--- config.mk ---
export PLATFORM = sky130hd
export DESIGN_NAME = fwd_hazard_scoreboard
export DESIGN_NICKNAME = d
export VERILOG_FILES = /design/src/rtl/fwd_pkg.sv /design/src/rtl/fwd_src_lookup.sv /design/src/rtl/fwd_hazard_scoreboard.sv
export SDC_FILE = /design/constraint.sdc
export NUM_CORES = 1
export LEC_CHECK = 0
export BUFFER_PORTS_ARGS = -buffer_cell sky130_fd_sc_hd__buf_4
export CAP_MARGIN = 20
export CORE_MARGIN = 2
export CORE_UTILIZATION = 35
export DETAILED_ROUTE_END_ITERATION = 10
export SETUP_SLACK_MARGIN = 0.05
export SYNTH_ARGS = -nofsm -noshare
export SYNTH_HDL_FRONTEND = slang
export SYNTH_HIERARCHICAL = 1
export SYNTH_SLANG_ARGS = --single-unit
export TNS_END_PERCENT = 100
--- constraint.sdc ---
create_clock -name clk_i -period 7.65 [get_ports clk_i]
set_input_delay 0.3825 -clock clk_i [delete_from_list [all_inputs] [get_ports clk_i]]
set_output_delay 0.3825 -clock clk_i [all_outputs]
set_load 0.02 [all_outputs]
--- src/rtl/fwd_pkg.sv ---
// fwd_pkg: shared tag-entry type and select/latency constants for the forwarding scoreboard.
// Tag fields are sized to fixed maxima so one struct serves every parametrisation;
// instances zero-extend their narrower register addresses and ready stages into it.
package fwd_pkg;

    localparam int TAG_ADDR_W = 8;
    localparam int TAG_SEL_W  = 8;

    localparam int FWD_SEL_RF = 0;
    localparam int READY_ALU  = 1;
    localparam int READY_LOAD = 2;

    typedef struct packed {
        logic                  valid;
        logic [TAG_ADDR_W-1:0] rd;
        logic                  regwrite;
        logic [TAG_SEL_W-1:0]  ready;
    } tag_t;

endpackage

--- src/rtl/fwd_src_lookup.sv ---
// fwd_src_lookup: youngest-match search of one source operand against the shadow pipeline.
// Ports:
//   ent    - tag entries, index 0 = EX .. DEPTH-1 = WB
//   rs     - source register of this operand
//   used   - operand is actually read
//   hit    - some non-retiring producer writes rs
//   k      - stage index of the youngest such producer
//   hazard - that producer's result is not yet forwardable
module fwd_src_lookup
    import fwd_pkg::*;
#(
    parameter int ADDR_W = 5,
    parameter int DEPTH  = 3,
    parameter int SEL_W  = $clog2(DEPTH)
) (
    input  tag_t              ent [DEPTH],
    input  logic [ADDR_W-1:0] rs,
    input  logic              used,
    output logic              hit,
    output logic [SEL_W-1:0]  k,
    output logic              hazard
);

    // Scan oldest to youngest so the smallest matching index is the one left standing.
    // The retiring entry is skipped because the register file writes through.
    always_comb begin
        hit    = 1'b0;
        k      = '0;
        hazard = 1'b0;
        for (int j = DEPTH - 2; j >= 0; j--) begin
            if (used && rs != '0 && ent[j].valid && ent[j].regwrite &&
                ent[j].rd == TAG_ADDR_W'(rs)) begin
                hit    = 1'b1;
                k      = SEL_W'(j);
                hazard = int'(ent[j].ready) > j + 1;
            end
        end
    end

endmodule

--- src/rtl/fwd_hazard_scoreboard.sv ---
// fwd_hazard_scoreboard: shadow destination-tag pipeline driving EX forward selects and ID stalls.
// Ports:
//   clk_i, rst_i      - clock, synchronous active-high reset
//   ID_valid_i        - valid instruction in ID
//   ID_Rs_i           - packed source registers, operand s at [s*ADDR_W +: ADDR_W]
//   ID_Rs_used_i      - per-operand source-read flags
//   ID_RegWrite_i     - instruction writes Rd
//   ID_Rd_i           - destination register
//   ID_Ready_i        - first stage whose output holds a forwardable result
//   Flush_i           - squash the ID instruction
//   Stall_o           - hold IF/ID and bubble EX (combinational)
//   EX_Fwd_o          - per-operand forward select for the instruction in EX (registered)
//   Stall_cnt_o       - saturating count of stall cycles
module fwd_hazard_scoreboard
    import fwd_pkg::*;
#(
    parameter int ADDR_W  = 5,
    parameter int NUM_SRC = 2,
    parameter int DEPTH   = 3,
    parameter int CNT_W   = 16,
    parameter int SEL_W   = $clog2(DEPTH)
) (
    input  logic                      clk_i,
    input  logic                      rst_i,
    input  logic                      ID_valid_i,
    input  logic [NUM_SRC*ADDR_W-1:0] ID_Rs_i,
    input  logic [NUM_SRC-1:0]        ID_Rs_used_i,
    input  logic                      ID_RegWrite_i,
    input  logic [ADDR_W-1:0]         ID_Rd_i,
    input  logic [SEL_W-1:0]          ID_Ready_i,
    input  logic                      Flush_i,
    output logic                      Stall_o,
    output logic [NUM_SRC*SEL_W-1:0]  EX_Fwd_o,
    output logic [CNT_W-1:0]          Stall_cnt_o
);

    tag_t                     ent [DEPTH];
    tag_t                     id_tag;
    logic [NUM_SRC-1:0]       hit;
    logic [NUM_SRC-1:0]       haz;
    logic [SEL_W-1:0]         k [NUM_SRC];
    logic [NUM_SRC*SEL_W-1:0] nxt_sel;
    logic                     ins;

    genvar s;
    generate
        for (s = 0; s < NUM_SRC; s++) begin : g_src
            fwd_src_lookup #(
                .ADDR_W(ADDR_W),
                .DEPTH (DEPTH),
                .SEL_W (SEL_W)
            ) u_lookup (
                .ent   (ent),
                .rs    (ID_Rs_i[s*ADDR_W +: ADDR_W]),
                .used  (ID_Rs_used_i[s]),
                .hit   (hit[s]),
                .k     (k[s]),
                .hazard(haz[s])
            );
            // A producer at stage k is seen next cycle as the output of stage k+1.
            assign nxt_sel[s*SEL_W +: SEL_W] = hit[s] ? k[s] + SEL_W'(1) : SEL_W'(FWD_SEL_RF);
        end
    endgenerate

    assign Stall_o = ID_valid_i && !Flush_i && |haz;
    assign ins     = ID_valid_i && !Flush_i && !Stall_o;
    assign id_tag  = '{valid: ins, rd: TAG_ADDR_W'(ID_Rd_i), regwrite: ID_RegWrite_i,
                       ready: TAG_SEL_W'(ID_Ready_i)};

    // Entries keep shifting during a stall so the blocking producer advances.
    always_ff @(posedge clk_i) begin
        if (rst_i) begin
            for (int j = 0; j < DEPTH; j++) ent[j] <= '0;
            EX_Fwd_o    <= '0;
            Stall_cnt_o <= '0;
        end else begin
            ent[0] <= id_tag;
            for (int j = 1; j < DEPTH; j++) ent[j] <= ent[j-1];
            EX_Fwd_o    <= ins ? nxt_sel : '0;
            Stall_cnt_o <= Stall_cnt_o + CNT_W'(Stall_o && !(&Stall_cnt_o));
        end
    end

endmodule

==> results of run 1 <==
==> placed cells by master (no fill, tap or decap), drive strengths merged <==
cell and count:
buf 44, a21oi 2, xnor2 30, nor2 20
nor4 9, nor2b 21, dfxtp 38, a211oi 2
xor2 4, nand4 8, nor3 3, bufinv 2
nand2b 1, and4 1, or3 3, o31ai 1
clkbuf 6, o21ai 5, conb 38, nand2 15
and2 1, o22ai 2, ha 3, or4 10
inv 1, and3b 2, nand3 11
==> cell type report <==
class	instances	area [um^2]	share of cell area, %
timing repair buffer	44	330	13.4
multi-input combinational	192	1150	46.4
tap	70	87.6	3.54
clock buffer	6	82.6	3.34
clock inverter	2	60.1	2.43
inverter	1	3.75	0.152
sequential	38	761	30.8
==> sequential cells by signal, indices dropped and copies added (netlist names) <==
signal / count
ent: 18
EX_Fwd_o: 4
Stall_cnt_o: 16
==> per-layer routing <==
metal,vias to the layer above,wire (um),GRT usage (%),share of wire [%]
met4,0,72,5.27,1.9
met2,44,1720,23.2,45
met5,-,0,0,0
met3,7,214,4.17,5.5
li1,819,-,-,-
met1,699,1860,19.0,48
==> through the flow <==
stage / cells / util [%]
floorplan: 237 / -
global placement: 345 / 46.2
detailed placement: 345 / 46.2
CTS: 353 / 49.0
global route: 353 / 49.0
finish: 353 / 49.0
==> worst reg2reg max path, cell delays in order, from the launching register on <==
cell and delay, ns:
dfxtp_1 0.33, nand2_1 0.05, or4_1 0.40, or4_4 0.52
o22ai_2 0.20, nor2_1 0.05, nor2_1 0.17, and2_1 0.15
ha_1 0.29, ha_1 0.27, nand4_1 0.13, or4_1 0.41
a21oi_1 0.14
==> power groups by stage <==
stage               sequential, mW  clock, mW  combinational [mW]
floorplan                    0.209          0              0.0199
global placement             0.210          0              0.0326
detailed placement           0.210          0              0.0327
CTS                          0.205      0.218              0.0329
global route                 0.206      0.225              0.0370
finish                       0.205      0.211              0.0327
==> how the worst max path moves through the flow <==
stage / from / to / slack, ns / cells after the start
finish: ent[26] / Stall_cnt_o[14] / 4.47 / 12
CTS: ent[26] / Stall_cnt_o[14] / 4.46 / 12
detailed placement: ent[35] / Stall_cnt_o[14] / 4.48 / 12
floorplan: ent[26] / Stall_cnt_o[14] / 4.52 / 12
global route: ent[26] / Stall_cnt_o[14] / 4.27 / 12
global placement: ent[35] / Stall_cnt_o[14] / 4.55 / 12
==> run_results.csv, run 1 <==
group,metric,value,unit
hold_path,min_from,"ID_Ready_i[0]",
clocking,root_buffer,"clkbuf_8",
floorplanning,die_y,75.9,um
yosys,syn_area,1810,um^2
clocking,cts_max_path_buffers,2,
cells_and_area,fillers,524,
timing,fin_ws,4.47,ns
outcome,status,"completed",
worst_setup_path,reg2reg_from,"ent[26]",
timing,fmax,314,MHz
global_route,track_usage,14.6,%
floorplanning,coreArea,5040,um^2
floorplanning,io_pins,45,
cells_and_area,antenna_cells,0,
power_and_ir_drop,p_sw,0.0900,mW
placement,placed_cell_area,2330,um^2
timing,fin_setup_tns,0,ns
cells_and_area,design_area,2470,um^2
routing,drtIter0Drc,55,
clocking,clk_pin_slew,0.08,ns
global_route,grt_start_max_net_pins,35,
floorplanning,start_util,35.9,%
routing,viasPerCell,4.44,
routing,detail_route.wl_per_cell,10.9,um
routing,routed_wl,3.87,mm
global_route,grt_pass1_vias,1497,
yosys,postSynthAreaPerCell,8.96,um^2
power_and_ir_drop,power.total,0.450,mW
yosys,synth_cells,202,
worst_setup_path,worstSetupEndpointType,"register",
worst_setup_path,r2r_end,"Stall_cnt_o[14]",
cells_and_area,layout-drive-gt1-share,20.5,%
worst_setup_path,r2r_setup_slack,4.47,ns
power_and_ir_drop,clkPwrFrac,47.0,%
timing,hold_ws,0.294,ns
clocking,cts_tree,"built",
hold_path,whs_endpoint,"ent[36]",
clocking,clock_latency,0.29,ns
clocking,cts_hold_buf,0,
power_and_ir_drop,p_int,0.360,mW
timing,rsz0062_at_grt,"false",
global_route,antenna_found_initial,0,
clocking,cts.sinks,38,
timing,setup_viol,0,
placement,port_buffers,44,
clocking,htreeDepth,2,
worst_setup_path,r2r_cells,12,
routing,drt.antenna.violating_nets,0,
clocking,cts_setup_buffers,0,
job,max_cap_violations,0,
routing,drcViolationCount,0,
worst_setup_path,cp_slowest_stage_delay,0.52,ns
timing,slew_viol_final,0,
power_and_ir_drop,ir_worst_vdd,0.104,mV
worst_setup_path,cp_top_family,"simple AND/OR/NAND/NOR gates",
power_and_ir_drop,cellPowerDensity,182,nW/um^2
floorplanning,die_w,75.9,um
clocking,cts_resized,0,
hold_path,hold_depth,2,
cells_and_area,layout-area-overhead-vs-synth,36.6,%
global_route,grt_pass1_wl,6.96,mm
timing,skew,0.0126,ns
timing,report.final.hold_viol_count,0,
worst_setup_path,critPathSlowestCell,"or4_4",
power_and_ir_drop,p_sw_share,20.0,%
global_route,grt-ovfl-total,0,
power_and_ir_drop,power.static_leakage,0.995,nW
clocking,cts_buffers,5,
worst_setup_path,worstPathCellList,"nand2_1 -> or4_1 -> or4_4 -> o22ai_2 -> nor2_1 -> nor2_1 -> and2_1 -> ha_1 -> ha_1 -> nand4_1 -> or4_1 -> a21oi_1",
power_and_ir_drop,comb_power_share,7.3,%
worst_setup_path,crit_fanout,7,
placement,gp_congestion,0.885,
placement,pre_cts_ws,4.48,ns
cells_and_area,nNetsFinal,309,
worst_setup_path,cp.buffers_inverters,0,
yosys,yosys_warnings,6,
worst_setup_path,startpoint_type,"register",
routing,via_count,1569,
timing,layout_min_cycle_time,3.18,ns
routing,dr.pass1.iters,4,
floorplanning,rows,26,
floorplanning,fp.dieArea,5760,um^2
power_and_ir_drop,seq_power_share,45.7,%
placement,dp_hpwl,2.92,mm
worst_setup_path,cp.arrival,3.40,ns
worst_setup_path,crit_type,"register to register",
worst_setup_path,critPathRequiredTime,7.87,ns
hold_path,hold_path_class,"input pin to register",
timing,fin_crit_sh,41.6,%
Power figures use the tool's default switching activity.
==> run 2, diff against run 1 <==
clock period = 2.63 ns   (was 7.65 ns; I/O delays follow)
==> run 2 against run 1 <==
  * The flow now finishes with violations (setup timing)
  * Fmax up 16%
  * Combinational power rose to 3.0 times the previous value
  * Wire length up 7.6%
  * Register-to-register slack worse by 4.6 ns
  * Utilization up 5.6 points
  * Worst setup slack worse by 4.6 ns
  * Design area up 11%
  * Sequential cell count unchanged
  * Global-route usage up 0.71 points
  * Non-clock buffer count up 22
  * Count of clock-buffer cells in the layout up 1
  * Highest routed layer unchanged
==> run_results.csv, run 2 (synthesized netlist as in run 1, its figures left out) <==
group,metric,value,unit
power_and_ir_drop,power.static_leakage,1.15,nW
cells_and_area,layout-area-overhead-vs-synth,52.2,%
clocking,clock_latency,0.29,ns
worst_setup_path,cp-startpoint,"ent[26]",
worst_setup_path,crit_fanout,5,
clocking,cts.sinks,38,
clocking,cts_tree,"built",
routing,routed_wl,4.16,mm
outcome,violations,"setup timing",
floorplanning,die_y,75.9,um
routing,drt.antenna.violating_nets,0,
job,max_cap_violations,0,
timing,hold_ws,0.0453,ns
routing,drtIter0Drc,56,
clocking,cts_buffers,5,
cells_and_area,layout_common_cells,"buf_4, conb_1, dfxtp_1",
timing,fin_crit_sh,105,%
timing,setup_viol,9,
floorplanning,io_pins,45,
cells_and_area,layout-drive-gt1-share,33.4,%
worst_setup_path,crit_type,"register to register",
outcome,status,"finished with violations",
timing,slew_headroom,60.7,%
timing,fmax,363,MHz
placement,dp_hpwl,3.11,mm
cells_and_area,regMostFlops,"ent",
floorplanning,die_w,75.9,um
floorplanning,coreArea,5040,um^2
cells_and_area,largestRegisters,"ent: 18 flops, Stall_cnt_o: 16 flops, EX_Fwd_o: 4 flops",
hold_path,hold_path_class,"input pin to register",
clocking,clk_pin_slew,0.07,ns
routing,detail_route.wl_per_cell,11.1,um
global_route,grt_start_max_net_pins,35,
routing,via_count,1626,
placement,gp_congestion,0.783,
floorplanning,fp.dieArea,5760,um^2
cells_and_area,antenna_cells,0,
clocking,htreeDepth,2,
global_route,grt-ovfl-total,0,
placement,port_buffers,44,
timing,slew_viol_final,0,
cells_and_area,nNetsFinal,331,
timing,fin_ws,-0.123,ns
timing,tightestPinTransition,0.585,ns
power_and_ir_drop,cellPowerDensity,431,nW/um^2
floorplanning,rows,26,
routing,viasPerCell,4.34,
clocking,cts_max_path_buffers,2,
hold_path,min_from,"ID_RegWrite_i",
worst_setup_path,critPathRequiredTime,2.81,ns
global_route,track_usage,15.3,%
timing,layout_min_cycle_time,2.75,ns
cells_and_area,layout_commonest_cell,"buf_4",
worst_setup_path,worstSetupEndpointType,"register",
global_route,grt_pass1_vias,1537,
worst_setup_path,startpoint_type,"register",
worst_setup_path,reg2reg_from,"ent[26]",
routing,dr.pass1.iters,4,
timing,report.final.hold_viol_count,0,
timing,skew,0.00316,ns
global_route,antenna_found_initial,0,
worst_setup_path,cp.arrival,2.93,ns
cells_and_area,largest_register_ffs,18,
routing,drcViolationCount,0,
floorplanning,start_util,35.9,%
power_and_ir_drop,ir_worst_vdd,0.297,mV
timing,rsz0062_at_grt,"true",
cells_and_area,post-route-util,54.7,%
global_route,grt_pass1_wl,7.04,mm
clocking,root_buffer,"clkbuf_8",
## run 2: cell types whose count changed in the layout (fill, tap and decap cells not counted), sizes merged
cell,previous run,this run
buf,44,66
bufinv,2,1
clkbuf,6,7
## run 2: worst max-delay path, cell delays in order (launching register included)
cell	delay, ns
dfxtp_2	0.33
nand2_1	0.04
or4_1	0.45
or4_4	0.45
o22ai_4	0.18
nor2_2	0.06
nor2_2	0.09
and2_4	0.16
ha_4	0.14
buf_6	0.12
ha_4	0.15
nand2_4	0.05
nor4_4	0.21
xnor2_1	0.16
nor2_1	0.05
## run 2: where the power goes
group | switching, mW | leakage, nW | total [mW] | internal (mW)
logic | 0.0438 | 0.781 | 0.0984 | 0.0545
clock network | 0.207 | 0.0524 | 0.491 | 0.284
registers | 0.00943 | 0.313 | 0.598 | 0.588
total | 0.261 | 1.15 | 1.19 | 0.927
## run 2: path summary, 6_finish.rpt
check                                       end  slack (ns)  depth (start not counted)
worst max register to register  Stall_cnt_o[12]       -0.12                         14
worst min-delay path                    ent[44]        0.05                          2
worst max-delay path            Stall_cnt_o[12]       -0.12                         14
worst min register to register          ent[18]        0.45                          1
## run 2: per-stage QoR
step	setup TNS (ns)	area [um^2]	setup WS, ns	total power, mW	instances
after floorplan	-0.0991	1990	-0.0991	0.667	237
after global placement	-0.537	2520	-0.127	0.709	365
after detailed placement	-1.22	2520	-0.207	0.710	365
after CTS	-1.63	2680	-0.195	1.20	374
after global routing	-2.70	2760	-0.283	1.24	375
final	-0.688	2760	-0.123	1.19	375
## run 2: what timing repair did
action | in CTS | in global routing
resized for setup | 8 | 13
hold buffers | 0 | 0
setup endpoints to repair | 11 | 14
setup buffers | 2 | 1
endpoints found under the hold margin | 0 | 0
pin swaps | 16 | 13
## run 2: layout make-up
| type | count | area, um^2 |
|---|---|---|
| clock buffers | 7 | 76.3 |
| inverters | 1 | 3.75 |
| flip-flops and latches | 38 | 769 |
| fillers | 478 | 2290 |
| repair buffers | 66 | 503 |
| well taps | 70 | 87.6 |
| clock inverters | 1 | 30.0 |
| multi-input cells | 192 | 1290 |
## run 2: per-layer routing
layer,track usage (%),vias to the layer above,routed length [um]
met5,0,-,0
met4,5.45,0,55
met3,4.64,5,159
met2,26.1,27,2000
met1,18.3,728,1940
li1,-,866,-
==> run 3, diff against run 2 <==
CORE_ASPECT_RATIO = 0.6   (was unset)
==> run 3 against run 2 <==
  * The run still ends with setup timing left
  * Hold slack improved by 0.0031 ns
  * Fmax fell by 2.0%
  * First-iteration DRC count rose by 50%
  * Sequential power barely moved
  * Sequential cell count did not move
  * Design area rose by 2.5%
  * Final cell count rose by 0.53%
  * Critical path depth did not move
  * Utilization rose by 1.5 points
  * Combinational power rose by 6%
  * Die area rose by 0.33%
  * Critical path type unchanged
  * Critical endpoint is now Stall_cnt_o[13]
==> run_results.csv, run 3 (synthesized netlist as in run 1, its figures left out) <==
group,metric,value,unit
outcome,status,"finished with violations",
outcome,violations,"setup timing",
worst_setup_path,crit_fanout,5,
clocking,cts_hold_buf,0,
cells_and_area,antenna_cells,0,
job,max_cap_violations,0,
placement,gp_congestion,0.788,
worst_setup_path,r2r_end,"Stall_cnt_o[13]",
cells_and_area,layout_common_cells,"buf_4, conb_1, dfxtp_1",
power_and_ir_drop,power.static_leakage,1.18,nW
cells_and_area,largest_register_ffs,18,
power_and_ir_drop,ir_worst_vdd,0.243,mV
hold_path,hold_path_class,"input pin to register",
power_and_ir_drop,power.total,1.30,mW
timing,fmax,356,MHz
timing,skew,0.00497,ns
worst_setup_path,critPathRequiredTime,2.80,ns
cells_and_area,regMostFlops,"ent",
clocking,clk_pin_slew,0.08,ns
floorplanning,fp.dieArea,5780,um^2
cells_and_area,layout-area-overhead-vs-synth,56.0,%
worst_setup_path,crit_type,"register to register",
global_route,grt-ovfl-total,0,
worst_setup_path,worstSetupEndpointType,"register",
global_route,grt_start_max_net_pins,35,
timing,tightestPinTransition,0.605,ns
placement,port_buffers,44,
cells_and_area,design_area,2820,um^2
timing,slew_headroom,59.3,%
timing,layout_min_cycle_time,2.81,ns
floorplanning,die_y,59.7,um
power_and_ir_drop,cellPowerDensity,460,nW/um^2
routing,drtIter0Drc,84,
floorplanning,die_w,96.9,um
cells_and_area,multiInputGateArea,1270,um^2
clocking,clock_latency,0.29,ns
timing,rsz0062_at_grt,"true",
worst_setup_path,crit_end,"Stall_cnt_o[13]",
placement,pre_cts_ws,-0.163,ns
cells_and_area,nNetsFinal,337,
global_route,grt_pass1_vias,1507,
timing,slew_viol_final,0,
floorplanning,io_pins,45,
cells_and_area,layout-drive-gt1-share,35.4,%
clocking,root_buffer,"clkbuf_8",
timing,fin_crit_sh,107,%
cells_and_area,largestRegisters,"ent: 18 flops, Stall_cnt_o: 16 flops, EX_Fwd_o: 4 flops",
global_route,grt_pass1_wl,7.20,mm
global_route,antenna_found_initial,0,
routing,viasPerCell,4.39,
cells_and_area,layout_commonest_cell,"buf_4",
routing,drcViolationCount,0,
worst_setup_path,startpoint_type,"register",
cells_and_area,post-route-util,56.1,%
cells_and_area,register_area,769,um^2
cells_and_area,fillers,462,
worst_setup_path,r2r_setup_slack,-0.18,ns
clocking,htreeDepth,2,
routing,routed_wl,4.37,mm
clocking,cts_tree,"built",
timing,fin_ws,-0.180,ns
placement,placed_cell_area,2550,um^2
clocking,cts_buffers,5,
routing,dr.pass1.iters,4,
clocking,cts.sinks,38,
timing,fin_setup_tns,-1.40,ns
timing,report.final.hold_viol_count,0,
floorplanning,rows,20,
global_route,track_usage,16.0,%
clocking,cts_max_path_buffers,2,
routing,detail_route.wl_per_cell,11.6,um
worst_setup_path,cp-startpoint,"ent[26]",
placement,dp_hpwl,3.28,mm
worst_setup_path,cp.arrival,2.98,ns
timing,setup_viol,12,
worst_setup_path,r2r_cells,14,
routing,drt.antenna.violating_nets,0,
routing,via_count,1654,
floorplanning,start_util,36.0,%
worst_setup_path,reg2reg_from,"ent[26]",
floorplanning,coreArea,5030,um^2
run 3: per-layer routing:
layer | part of all wire, % | global-route usage [%] | vias to the layer above
met1 | 55 | 24.0 | 745
met5 | 0 | 0 | -
met2 | 40 | 22.1 | 33
met3 | 4.5 | 4.33 | 0
li1 | - | - | 876
met4 | 0 | 4.83 | 0
run 3: final cells by class:
cell class,instances,share of cell area [%]
multi-input cells,192,45.0
flip-flops and latches,38,27.2
inverters,1,0.133
repair buffers,72,19.8
well taps,66,2.92
clock inverters,3,2.44
clock buffers,5,2.44
run 3: power breakdown:
part	switching [mW]	leakage (nW)	internal, mW	total (mW)
Clock	0.217	0.0683	0.380	0.597
Sequential	0.0102	0.313	0.588	0.598
Combinational	0.0457	0.797	0.0583	0.104
Total	0.273	1.18	1.03	1.30
run 3: repair_timing:
action	CTS	global route
pin swaps	5	24
buffers inserted	2	2
setup endpoints to repair	11	14
resized for setup	7	15
run 3: worst min-delay path by stage:
stage                         end     startpoint  cells after the start  slack [ns]
after floorplan           ent[53]          rst_i                      1        0.23
after global placement    ent[46]     ID_Rd_i[1]                      2        0.34
after detailed placement  ent[49]     ID_Rd_i[4]                      2        0.35
after CTS                 ent[45]     ID_Rd_i[0]                      2        0.04
after global routing      ent[45]     ID_Rd_i[0]                      2        0.04
final                     ent[44]  ID_RegWrite_i                      2        0.05
run 3: per-stage QoR:
stage	instances	hold WS, ns
after detailed placement	365	0.346
after floorplan	237	0.231
after global routing	377	0.0393
after global placement	365	0.344
final	377	0.0484
after CTS	375	0.0388
run 3: worst max-delay path, cell delays in order (launching register included):
cell and delay (ns):
dfxtp_2 0.33, nand2_1 0.04, or4_1 0.39, or4_4 0.55, o22ai_4 0.19, nor2_2 0.06, nor2_2 0.12, and2_4 0.16
ha_4 0.14, buf_6 0.12, buf_4 0.11, nand4_1 0.10, nor4_2 0.20, xnor2_1 0.15, nor2_1 0.05
